`src/rtl/alarm_pkg.sv`:
```
// Shared types and elaboration-time helpers for the alarm controller.
package alarm_pkg;

  typedef enum logic [1:0] {
    IDLE   = 2'd0,
    RING   = 2'd1,
    SNOOZE = 2'd2
  } alarm_state_t;

  function automatic int half_period(input int clk_hz, input int tone_hz);
    return clk_hz / (2 * tone_hz);
  endfunction

  // Counter width able to hold 0..n-1; never collapses to zero bits.
  function automatic int cnt_w(input int n);
    return (n <= 1) ? 1 : $clog2(n);
  endfunction

endpackage

```
`src/rtl/alarm_ctrl_tone_gen.sv`:
```
// Square-wave divider: sq toggles every HP enabled cycles, held at 0 while en=0.
module tone_gen
  import alarm_pkg::*;
#(
  parameter int HP = 5
) (
  input  logic clk,
  input  logic rst,
  input  logic en,
  output logic sq
);

  localparam int W = cnt_w(HP);
  localparam logic [W-1:0] LAST = W'(HP - 1);

  logic [W-1:0] cnt_q;
  logic         sq_q;

  always_ff @(posedge clk) begin
    if (rst || !en) begin
      cnt_q <= '0;
      sq_q  <= 1'b0;
    end else if (cnt_q == LAST) begin
      cnt_q <= '0;
      sq_q  <= ~sq_q;
    end else begin
      cnt_q <= cnt_q + W'(1);
    end
  end

  assign sq = sq_q;

endmodule

```
`src/rtl/alarm_ctrl.sv`:
```
// Alarm ring/snooze/stop controller driving the buzzer tone and status LED.
// Optional feature macro: ALARM_CTRL_BLINK_EN (2 Hz LED blink while ringing).
module alarm_ctrl
  import alarm_pkg::*;
#(
  parameter int CLK_HZ     = 100_000_000,
  parameter int TONE_HZ    = 2_000,
  parameter int RING_SEC   = 60,
  parameter int SNOOZE_SEC = 300,
  parameter int MAX_SNOOZE = 3
) (
  input  logic                          clk,
  input  logic                          rst,
  input  logic                          H,
  input  logic                          sec_tick,
  input  logic                          alarm_en,
  input  logic                          stop_p,
  input  logic                          snooze_p,
  output logic                          ringing,
  output logic                          snoozing,
  output logic                          buzzer,
  output logic                          led_alarm,
  output logic [$clog2(MAX_SNOOZE+1)-1:0] snooze_left
);

  localparam int HP = half_period(CLK_HZ, TONE_HZ);
  localparam int RW = cnt_w(RING_SEC);
  localparam int SW = cnt_w(SNOOZE_SEC);
  localparam int LW = $clog2(MAX_SNOOZE + 1);

  localparam logic [RW-1:0] RING_LAST   = RW'(RING_SEC - 1);
  localparam logic [SW-1:0] SNOOZE_LAST = SW'(SNOOZE_SEC - 1);
  localparam logic [LW-1:0] LEFT_INIT   = LW'(MAX_SNOOZE);

  alarm_state_t  state_q;
  logic [RW-1:0] ring_sec_q;
  logic [SW-1:0] snz_sec_q;
  logic [LW-1:0] left_q;
  logic          tone_sq;

  // The if/else chain encodes the input priority: disarm, stop, snooze, tick, match.
  always_ff @(posedge clk) begin
    if (rst) begin
      state_q    <= IDLE;
      ring_sec_q <= '0;
      snz_sec_q  <= '0;
      left_q     <= LEFT_INIT;
    end else if (!alarm_en) begin
      state_q <= IDLE;
    end else begin
      case (state_q)
        IDLE: begin
          if (H) begin
            state_q    <= RING;
            ring_sec_q <= '0;
            left_q     <= LEFT_INIT;
          end
        end
        RING: begin
          if (stop_p) begin
            state_q <= IDLE;
          end else if (snooze_p && left_q != '0) begin
            state_q   <= SNOOZE;
            left_q    <= left_q - LW'(1);
            snz_sec_q <= '0;
          end else if (sec_tick) begin
            if (ring_sec_q == RING_LAST) state_q <= IDLE;
            else                         ring_sec_q <= ring_sec_q + RW'(1);
          end
        end
        SNOOZE: begin
          if (stop_p) begin
            state_q <= IDLE;
          end else if (sec_tick) begin
            if (snz_sec_q == SNOOZE_LAST) begin
              state_q    <= RING;
              ring_sec_q <= '0;
            end else begin
              snz_sec_q <= snz_sec_q + SW'(1);
            end
          end
        end
        default: state_q <= IDLE;
      endcase
    end
  end

  assign ringing     = (state_q == RING);
  assign snoozing    = (state_q == SNOOZE);
  assign snooze_left = left_q;

  tone_gen #(.HP(HP)) u_tone (
    .clk (clk),
    .rst (rst),
    .en  (ringing),
    .sq  (tone_sq)
  );

  // Masking with ringing silences the pin in the very cycle the state leaves RING.
  assign buzzer = tone_sq & ringing;

`ifdef ALARM_CTRL_BLINK_EN
  logic blink_sq;

  tone_gen #(.HP(CLK_HZ / 4)) u_blink (
    .clk (clk),
    .rst (rst),
    .en  (ringing),
    .sq  (blink_sq)
  );

  assign led_alarm = ringing ? ~blink_sq : snoozing;
`else
  assign led_alarm = ringing | snoozing;
`endif

endmodule

```
`config.mk`:
```
export PLATFORM = sky130hd
export DESIGN_NAME = alarm_ctrl
export DESIGN_NICKNAME = d
export VERILOG_FILES = /design/src/rtl/alarm_pkg.sv /design/src/rtl/alarm_ctrl_tone_gen.sv /design/src/rtl/alarm_ctrl.sv
export SDC_FILE = /design/constraint.sdc
export NUM_CORES = 1
export LEC_CHECK = 0
export ABC_AREA = 1
export ABC_CLOCK_PERIOD_IN_PS = 1600
export BUFFER_PORTS_ARGS = -buffer_cell sky130_fd_sc_hd__buf_2
export CAP_MARGIN = 0
export CORE_MARGIN = 4
export CORE_UTILIZATION = 33
export CTS_BUF_LIST = sky130_fd_sc_hd__clkbuf_8
export CTS_CLUSTER_SIZE = 16
export DETAILED_ROUTE_END_ITERATION = 12
export HOLD_SLACK_MARGIN = 0.15
export PLACE_DENSITY = 0.5
export SYNTH_ARGS = -nofsm -noshare
export SYNTH_HDL_FRONTEND = slang
export SYNTH_SLANG_ARGS = --single-unit
export TNS_END_PERCENT = 100
```
`constraint.sdc`:
```
create_clock -name clk -period 1.6 [get_ports clk]
set_clock_uncertainty 0.2 [all_clocks]
set_input_delay 0.08 -clock clk [delete_from_list [all_inputs] [get_ports clk]]
set_output_delay 0.08 -clock clk [all_outputs]
set_load 0.01 [all_outputs]
```
==> results of run 1 <==
==> repair_timing <==
action / CTS / global route
setup buffers: 3 / 5
hold endpoints to repair: 35 / 0
setup endpoints to repair: 24 / 36
hold buffers: 6 / 0
pin swaps: 5 / 16
resized for setup: 15 / 62
==> worst max-delay path: cells and delay by family, from the launching register on <==
family | cells | cell delay (ps)
buffers and inverters | 2 | 140
adders and majority gates | 1 | 190
and+or+nand+nor | 6 | 590
DFF | 1 | 380
AOI/OAI and AO/OA | 1 | 50
==> cell families after synthesis <==
| kind of cell | share of synthesized area [%] |
|---|---|
| DFF | 31.01 |
| and+or+nand+nor | 43.58 |
| adders and majority gates | 4.430 |
| AOI/OAI and AO/OA | 7.807 |
| buffers and inverters | 10.46 |
| xor gates and xnor gates | 2.713 |
==> placed cells by master (no fill, tap or decap), drive strengths merged, types with 8 or more instances in the layout <==
cell type,synthesis,layout
a21oi,17,17
buf,2,55
dfxtp,35,35
ha,8,8
inv,54,54
nand2,92,92
nand3,32,32
nor2,54,54
nor3,13,13
o21ai,10,10
==> final cells by class <==
class                   count  area [um^2]
flip-flops and latches     35        720.7
clock buffers               6        82.58
multi-input cells         244         1602
clock inverters             2        16.27
repair buffers             61        462.9
inverters                  54        222.7
well taps                  77        96.34
fillers                   624         3292
==> where the power goes <==
group	internal, mW	switching, mW	leakage (nW)	total [mW]
logic	0.163	0.209	0.892	0.372
registers	0.884	0.0140	0.287	0.898
clock network	0.352	0.354	0.0474	0.706
total	1.40	0.577	1.23	1.98
==> state kept, by name (all words and copies together), names as in the netlist <==
signal        flops
ring_sec_q        6
snooze_left       2
snz_sec_q         9
state_q           2
u_tone.cnt_q     15
u_tone.sq         1
==> through the flow <==
stage | TNS, ps | setup WS [ps] | hold WS (ps) | utilization [%]
after floorplan | -626.8 | -99.44 | -50.93 | -
after global placement | -1131 | -98.64 | 221.3 | 41.86
after detailed placement | -1437 | -121.4 | 218.0 | 41.86
after CTS | -355.0 | -58.52 | 168.3 | 45.21
after global routing | -1837 | -136.3 | 179.6 | 49.32
final | -637.2 | -64.77 | 166.9 | 49.32
==> per-layer routing <==
| layer | track usage [%] | vias up |
|---|---|---|
| met2 | 20.69 | 33 |
| li1 | - | 1194 |
| met4 | 4.209 | 0 |
| met1 | 17.82 | 1061 |
| met5 | 0 | - |
| met3 | 2.750 | 4 |
==> worst max-delay path by stage <==
stage | start | to | cells after the start
after floorplan | state_q[1] | ring_sec_q[3] | 11
after global placement | state_q[0] | ring_sec_q[2] | 10
after detailed placement | state_q[0] | ring_sec_q[0] | 9
after CTS | state_q[1] | ring_sec_q[0] | 9
after global routing | state_q[1] | ring_sec_q[4] | 9
final | state_q[1] | ring_sec_q[0] | 10
==> results by group, run 1 <==
Power and ir drop
  – Pwr/cell area: 616.8 nW/um^2
  – Max IR drop VDD: 0.4333 mV
  – Leakage: 1.226 nW
  – Power, Total: 1.976 mW

Synth
  – Yosys top cell area share: 31.01%
  – Post-synthesis cell area: 2260 um^2
  – Mapped Avg Cell Area: 6.725 um^2
  – Synth Instances: 336
  – Top cells by count, synth: 76 x nand2_1, 47 x nor2_1, 44 x inv_1
  – FFs w/ async S/R, synth: 0%
  – #FFs+latches synth: 35
  – Synth area leader: dfxtp_1
  – Sequential-to-total area share from yosys stat: 31.01%
  – Main flop type after synthesis: dfxtp_1
  – EDFF count, synth: 0
  – Synthesized Nets: 351
  – Largest cells by area after synthesis: dfxtp_1 31%, nand2_1 13%, nor2_1 7.8%
  – Count leader, synth: nand2_1
  – Synth warn: 0
  – Netlist cell types: 33

Min path
  – Hold Startpoint: stop_p
  – Min-delay worst type: in2reg
  – Endpoint of the worst hold path: snooze_left[1]
  – Hold Path Depth: 6

Routing
  – Routed length on met1: 2803 um
  – First-pass detailed-route iteration total: 4
  – DR top layer: met4
  – DR WL met3: 141 um
  – Vias per Instance: 4.785
  – Vias after detailed routing: 2,292
  – Total detailed-routing wirelength: 5638 um
  – Drt initial violations: 98
  – Routed len/inst: 11.77 um
  – DR DRC count: 0
  – Metal2 WL: 2648 um
  – Post-DRT Antenna Nets: 0

Clocking
  – H-tree levels: 2
  – Worst skew pair latency: 290 ps
  – CTS Buf Count: 5
  – CTS tree: done
  – Clock Sinks: 35
  – Clock Tree Buf Depth: 2
  – Reg clk slew, reported paths: 80 ps
  – Buffer type at the clock tree root: clkbuf_8

GRT
  – Total congestion overflow: 0
  – First-pass GRT wire length: 8976 um
  – Initial antenna violation count: 0
  – Tot GR Track Use: 13.14%
  – Largest net degree at the start of global routing: 13
  – Vias in the first global route: 2,030

Worst setup path
  – Critical Path Fanout Max: 8
  – Max incr delay on CP: 380 ps
  – Worst path cell trace: inv_4 -> ha_4 -> inv_8 -> nand2_4 -> nand2_4 -> nand3_4 -> nor2_8 -> nand2_8 -> nand2_2 -> a21oi_2
  – Reg-to-reg slack, setup: -60 ps
  – CP required: 1580 ps
  – Startpoint types: register
  – Slowest CP cell: dfxtp_4
  – Arrival time of the worst setup path: 1650 ps
  – Reg2reg end: ring_sec_q[0]
  – Crit. End Element: register
  – Critical path class: reg2reg
  – Worst Reg-to-Reg Cells: 10
  – FF-to-FF Start: state_q[1]
  – Top cell by count, worst path: nand2_4

Timing
  – Final setup vio count: 15
  – Fin. max-slew vios: 0
  – RSZ-0062 raised after global routing: yes
  – Crit path time final: 1665 ps
  – Setup WS post-layout: -64.77 ps
  – Final worst-path cycle share: 104.0%
  – Final Hold Vio Count: 0
  – Fmax: 0.6007 GHz
  – Worst-Margin Slew: 290.3 ps
  – Rel. slew slack: 80.54%

Floorplan
  – # IOs: 13
  – Number of core rows: 29
  – Width of the die: 90.75 um
  – Die area: 8236 um^2
  – Core Region: 6495 um^2
  – Starting Density: 34.79%
  – DIE HEIGHT: 90.75 um

Layout
  – Layout cell share with drive strength beyond 1: 41.79%
  – # diodes: 0
  – Nets: 416
  – Area Overhead vs Synth: 41.75%
  – Post-layout instance area: 3203 um^2
  – Final Non-Filler Cells: 479

Placed design
  – Placed Area: 2719 um^2
  – Dpl cells: 457
  – Post-DP HPWL: 3992 um
  – Port bufs: 12
  – Gpl congestion: 0.8002

Job
  – Max Cap Viol: 0

Outcome
  – Outcome: finished with violations
  – Failing checks: setup timing
(Power assumes the default switching activity.)
==> run 2, diff against run 1 <==
- ABC_CLOCK_PERIOD_IN_PS: 1600 -> not set
- CORE_UTILIZATION: 33 -> 35
- PLACE_DENSITY: 0.5 -> 0.53
==> run 2 against run 1 <==
Effect of this change: core utilization increased by 0.19 points; the run still ends with setup timing left; final cell count decreased by 0.63%; worst hold slack got worse by 9.0 ps; global-route usage increased by 1.3 points; largest power group unchanged.
==> results by group, run 2 (synthesis results as in run 1) <==
Worst setup path
  – Critical path class: reg2reg
  – CP top delay family: simple AND/OR/NAND/NOR gates
  – Startpoint types: register
  – Reg2reg end: ring_sec_q[0]
  – Worst Reg-to-Reg Cells: 9 (-1)
  – Reg-to-reg slack, setup: -90 ps (-30 ps)
  – Slowest CP cell: dfxtp_4
  – Crit. End Element: register
  – Worst path cell trace: ha_2 -> inv_1 -> nand2_1 -> nor2_2 -> nand3_4 -> nor2_8 -> nand2_8 -> nand2_2 -> a21oi_2
  – Worst path bufs/invs: 1 (-1)
  – Critical Path Fanout Max: 8 (unchanged)
  – Max incr delay on CP: 370 ps (about the same)
  – Arrival time of the worst setup path: 1660 ps (about the same)
  – CP required: 1570 ps (about the same)
  – FF-to-FF Start: state_q[0]

GRT
  – Initial antenna violation count: 0 (unchanged)
  – Total congestion overflow: 0 (unchanged)
  – Largest net degree at the start of global routing: 15 (+2)
  – First-pass GRT wire length: 9011 um (+0.39%)
  – Tot GR Track Use: 14.40% (+1.3 points)
  – Vias in the first global route: 2,016 (-0.69%)

Layout
  – Commonest cells after routing, fill and taps aside: 71 x nand2_1, 40 x nor2_1, 37 x inv_1
  – Biggest regs: u_tone.cnt_q x15, snz_sec_q x9, ring_sec_q x6
  – # diodes: 0 (unchanged)
  – Utilization after layout: 49.50% (+0.19 points)
  – Nets: 413 (-0.72%)
  – Reg with most FFs: u_tone.cnt_q
  – Area Overhead vs Synth: 38.32%
  – Layout cell share with drive strength beyond 1: 37.59% (-4.2 points)
  – Largest register FFs: 15 (unchanged)
  – Most common cell after layout, fill and taps aside: nand2_1

Floorplan
  – Die area: 7806 um^2 (-5.2%)
  – Starting Density: 35.79% (+1.0 points)
  – Core Region: 6314 um^2 (-2.8%)
  – Number of core rows: 29 (unchanged)
  – DIE HEIGHT: 88.35 um (-2.6%)
  – Width of the die: 88.35 um (-2.6%)
  – # IOs: 13 (unchanged)

Power and ir drop
  – Clock power share: 40.5% (+4.8 points)
  – Sw power: 0.5446 mW (-5.6%)
  – Int Power: 1.545 mW (+10%)
  – Pwr/cell area: 668.7 nW/um^2 (+8.4%)
  – Max IR drop VDD: 0.4123 mV (-4.8%)
  – Sequential power share: 42.8% (-2.7 points)
  – Leakage: 1.235 nW (+0.68%)
  – Switching share of power: 26.06% (-3.1 points)
  – Comb power frac: 16.7% (-2.1 points)

Outcome
  – Failing checks: setup timing
  – Outcome: finished with violations

Placed design
  – Post-DP HPWL: 3821 um (-4.3%)
  – Port bufs: 12 (unchanged)
  – Gpl congestion: 0.7631 (-4.6%)

Job
  – Max Cap Viol: 0 (unchanged)

Timing
  – Worst-Margin Slew: 343.1 ps (+52.80 ps)
  – Final setup vio count: 16 (+1)
  – Fmax: 0.5904 GHz (-1.7%)
  – Rel. slew slack: 77.13% (-3.4 points)
  – Fin. max-slew vios: 0 (unchanged)
  – Setup WS post-layout: -93.72 ps (-28.96 ps)
  – Final worst-path cycle share: 105.9% (+1.8 points)
  – Crit path time final: 1694 ps (+28.96 ps)
  – Hold Slack: 158.0 ps (-8.951 ps)
  – Final Hold Vio Count: 0 (unchanged)
  – RSZ-0062 raised after global routing: yes

Routing
  – Vias after detailed routing: 2,258 (-1.5%)
  – Post-DRT Antenna Nets: 0 (unchanged)
  – First-pass detailed-route iteration total: 4 (unchanged)
  – Drt initial violations: 119 (+21%)
  – Total detailed-routing wirelength: 5290 um (-6.2%)
  – Routed len/inst: 11.11 um (-5.6%)
  – Vias per Instance: 4.744 (-0.86%)
  – DR DRC count: 0 (unchanged)

Clocking
  – H-tree levels: 2 (unchanged)
  – CTS Buf Count: 5 (unchanged)
  – CTS tree: done
  – Clock Sinks: 35 (unchanged)
  – Clock Tree Buf Depth: 2 (unchanged)
  – Worst skew pair latency: 290 ps (about the same)
  – Reg clk slew, reported paths: 80 ps (about the same)
  – Buffer type at the clock tree root: clkbuf_8

Min path
  – Hold Path Depth: 7 (+1)
  – Endpoint of the worst hold path: ring_sec_q[2]
  – Hold Startpoint: alarm_en
  – Min-delay worst type: in2reg
## run 2: cell types whose count changed in the layout (fill, tap and decap cells not counted), sizes merged
cell / delta
buf: -4
bufinv: +1
clkinvlp: -1
dlygate4sd3: +1
## run 2: how the worst max path moves through the flow
| stage | startpoint | end | slack [ps] | cells after the start |
|---|---|---|---|---|
| floorplan | state_q[1] | ring_sec_q[3] | -100 | 11 |
| global placement | state_q[0] | ring_sec_q[4] | -110 | 10 |
| detailed placement | state_q[0] | ring_sec_q[2] | -130 | 10 |
| CTS | state_q[1] | snz_sec_q[1] | -70 | 8 |
| global route | state_q[1] | ring_sec_q[4] | -170 | 10 |
| finish | state_q[0] | ring_sec_q[0] | -90 | 9 |
## run 2: metal layers
metal	share of wire, %	global-route usage [%]
met5	0	0
met4	0.59	3.709
met3	3.3	3.631
met2	44	21.55
met1	52	20.62
## run 2: cell type report
class | instances | area (um^2)
inverter | 54 | 217.7
tap | 77 | 96.34
fill | 656 | 3188
clock buffer | 6 | 82.58
sequential | 35 | 715.7
timing repair buffer | 58 | 462.9
clock inverter | 2 | 35.03
multi-input combinational | 244 | 1515
## run 2: worst min-delay path, cell delays in order
cell,delay (ps)
buf_2,120
nand2_1,80
nor2_2,50
nand3_4,100
nor2_8,70
nand3_2,70
a21oi_2,50
## run 2: power groups by stage
stage	registers [mW]	clock network, mW	logic, mW
2_1_floorplan	0.916	0	0.196
3_3_place_gp	0.912	0	0.297
3_5_place_dp	0.913	0	0.296
4_1_cts	0.894	0.872	0.326
5_1_grt	0.897	0.912	0.384
6_report	0.895	0.846	0.349
## run 2: per-stage QoR
| step | std cells | TNS [ps] | total power [mW] | setup WS [ps] | instance area [um^2] |
|---|---|---|---|---|---|
| 2_1_floorplan | 336 | -626.8 | 1.112 | -99.44 | 2313 |
| 3_3_place_gp | 454 | -1185 | 1.209 | -105.3 | 2709 |
| 3_5_place_dp | 454 | -1443 | 1.209 | -126.7 | 2709 |
| 4_1_cts | 471 | -666.0 | 2.092 | -68.89 | 2964 |
| 5_1_grt | 476 | -4118 | 2.193 | -167.0 | 3126 |
| 6_report | 476 | -811.6 | 2.090 | -93.72 | 3126 |
## run 2: timing repair
action                                  4_1_cts  5_1_grt
endpoints found under the setup margin       21       36
buffers inserted                              3        4
pin swaps                                    17       11
hold endpoints to repair                     16        3
hold buffers                                  6        1
resized for setup                            21       32
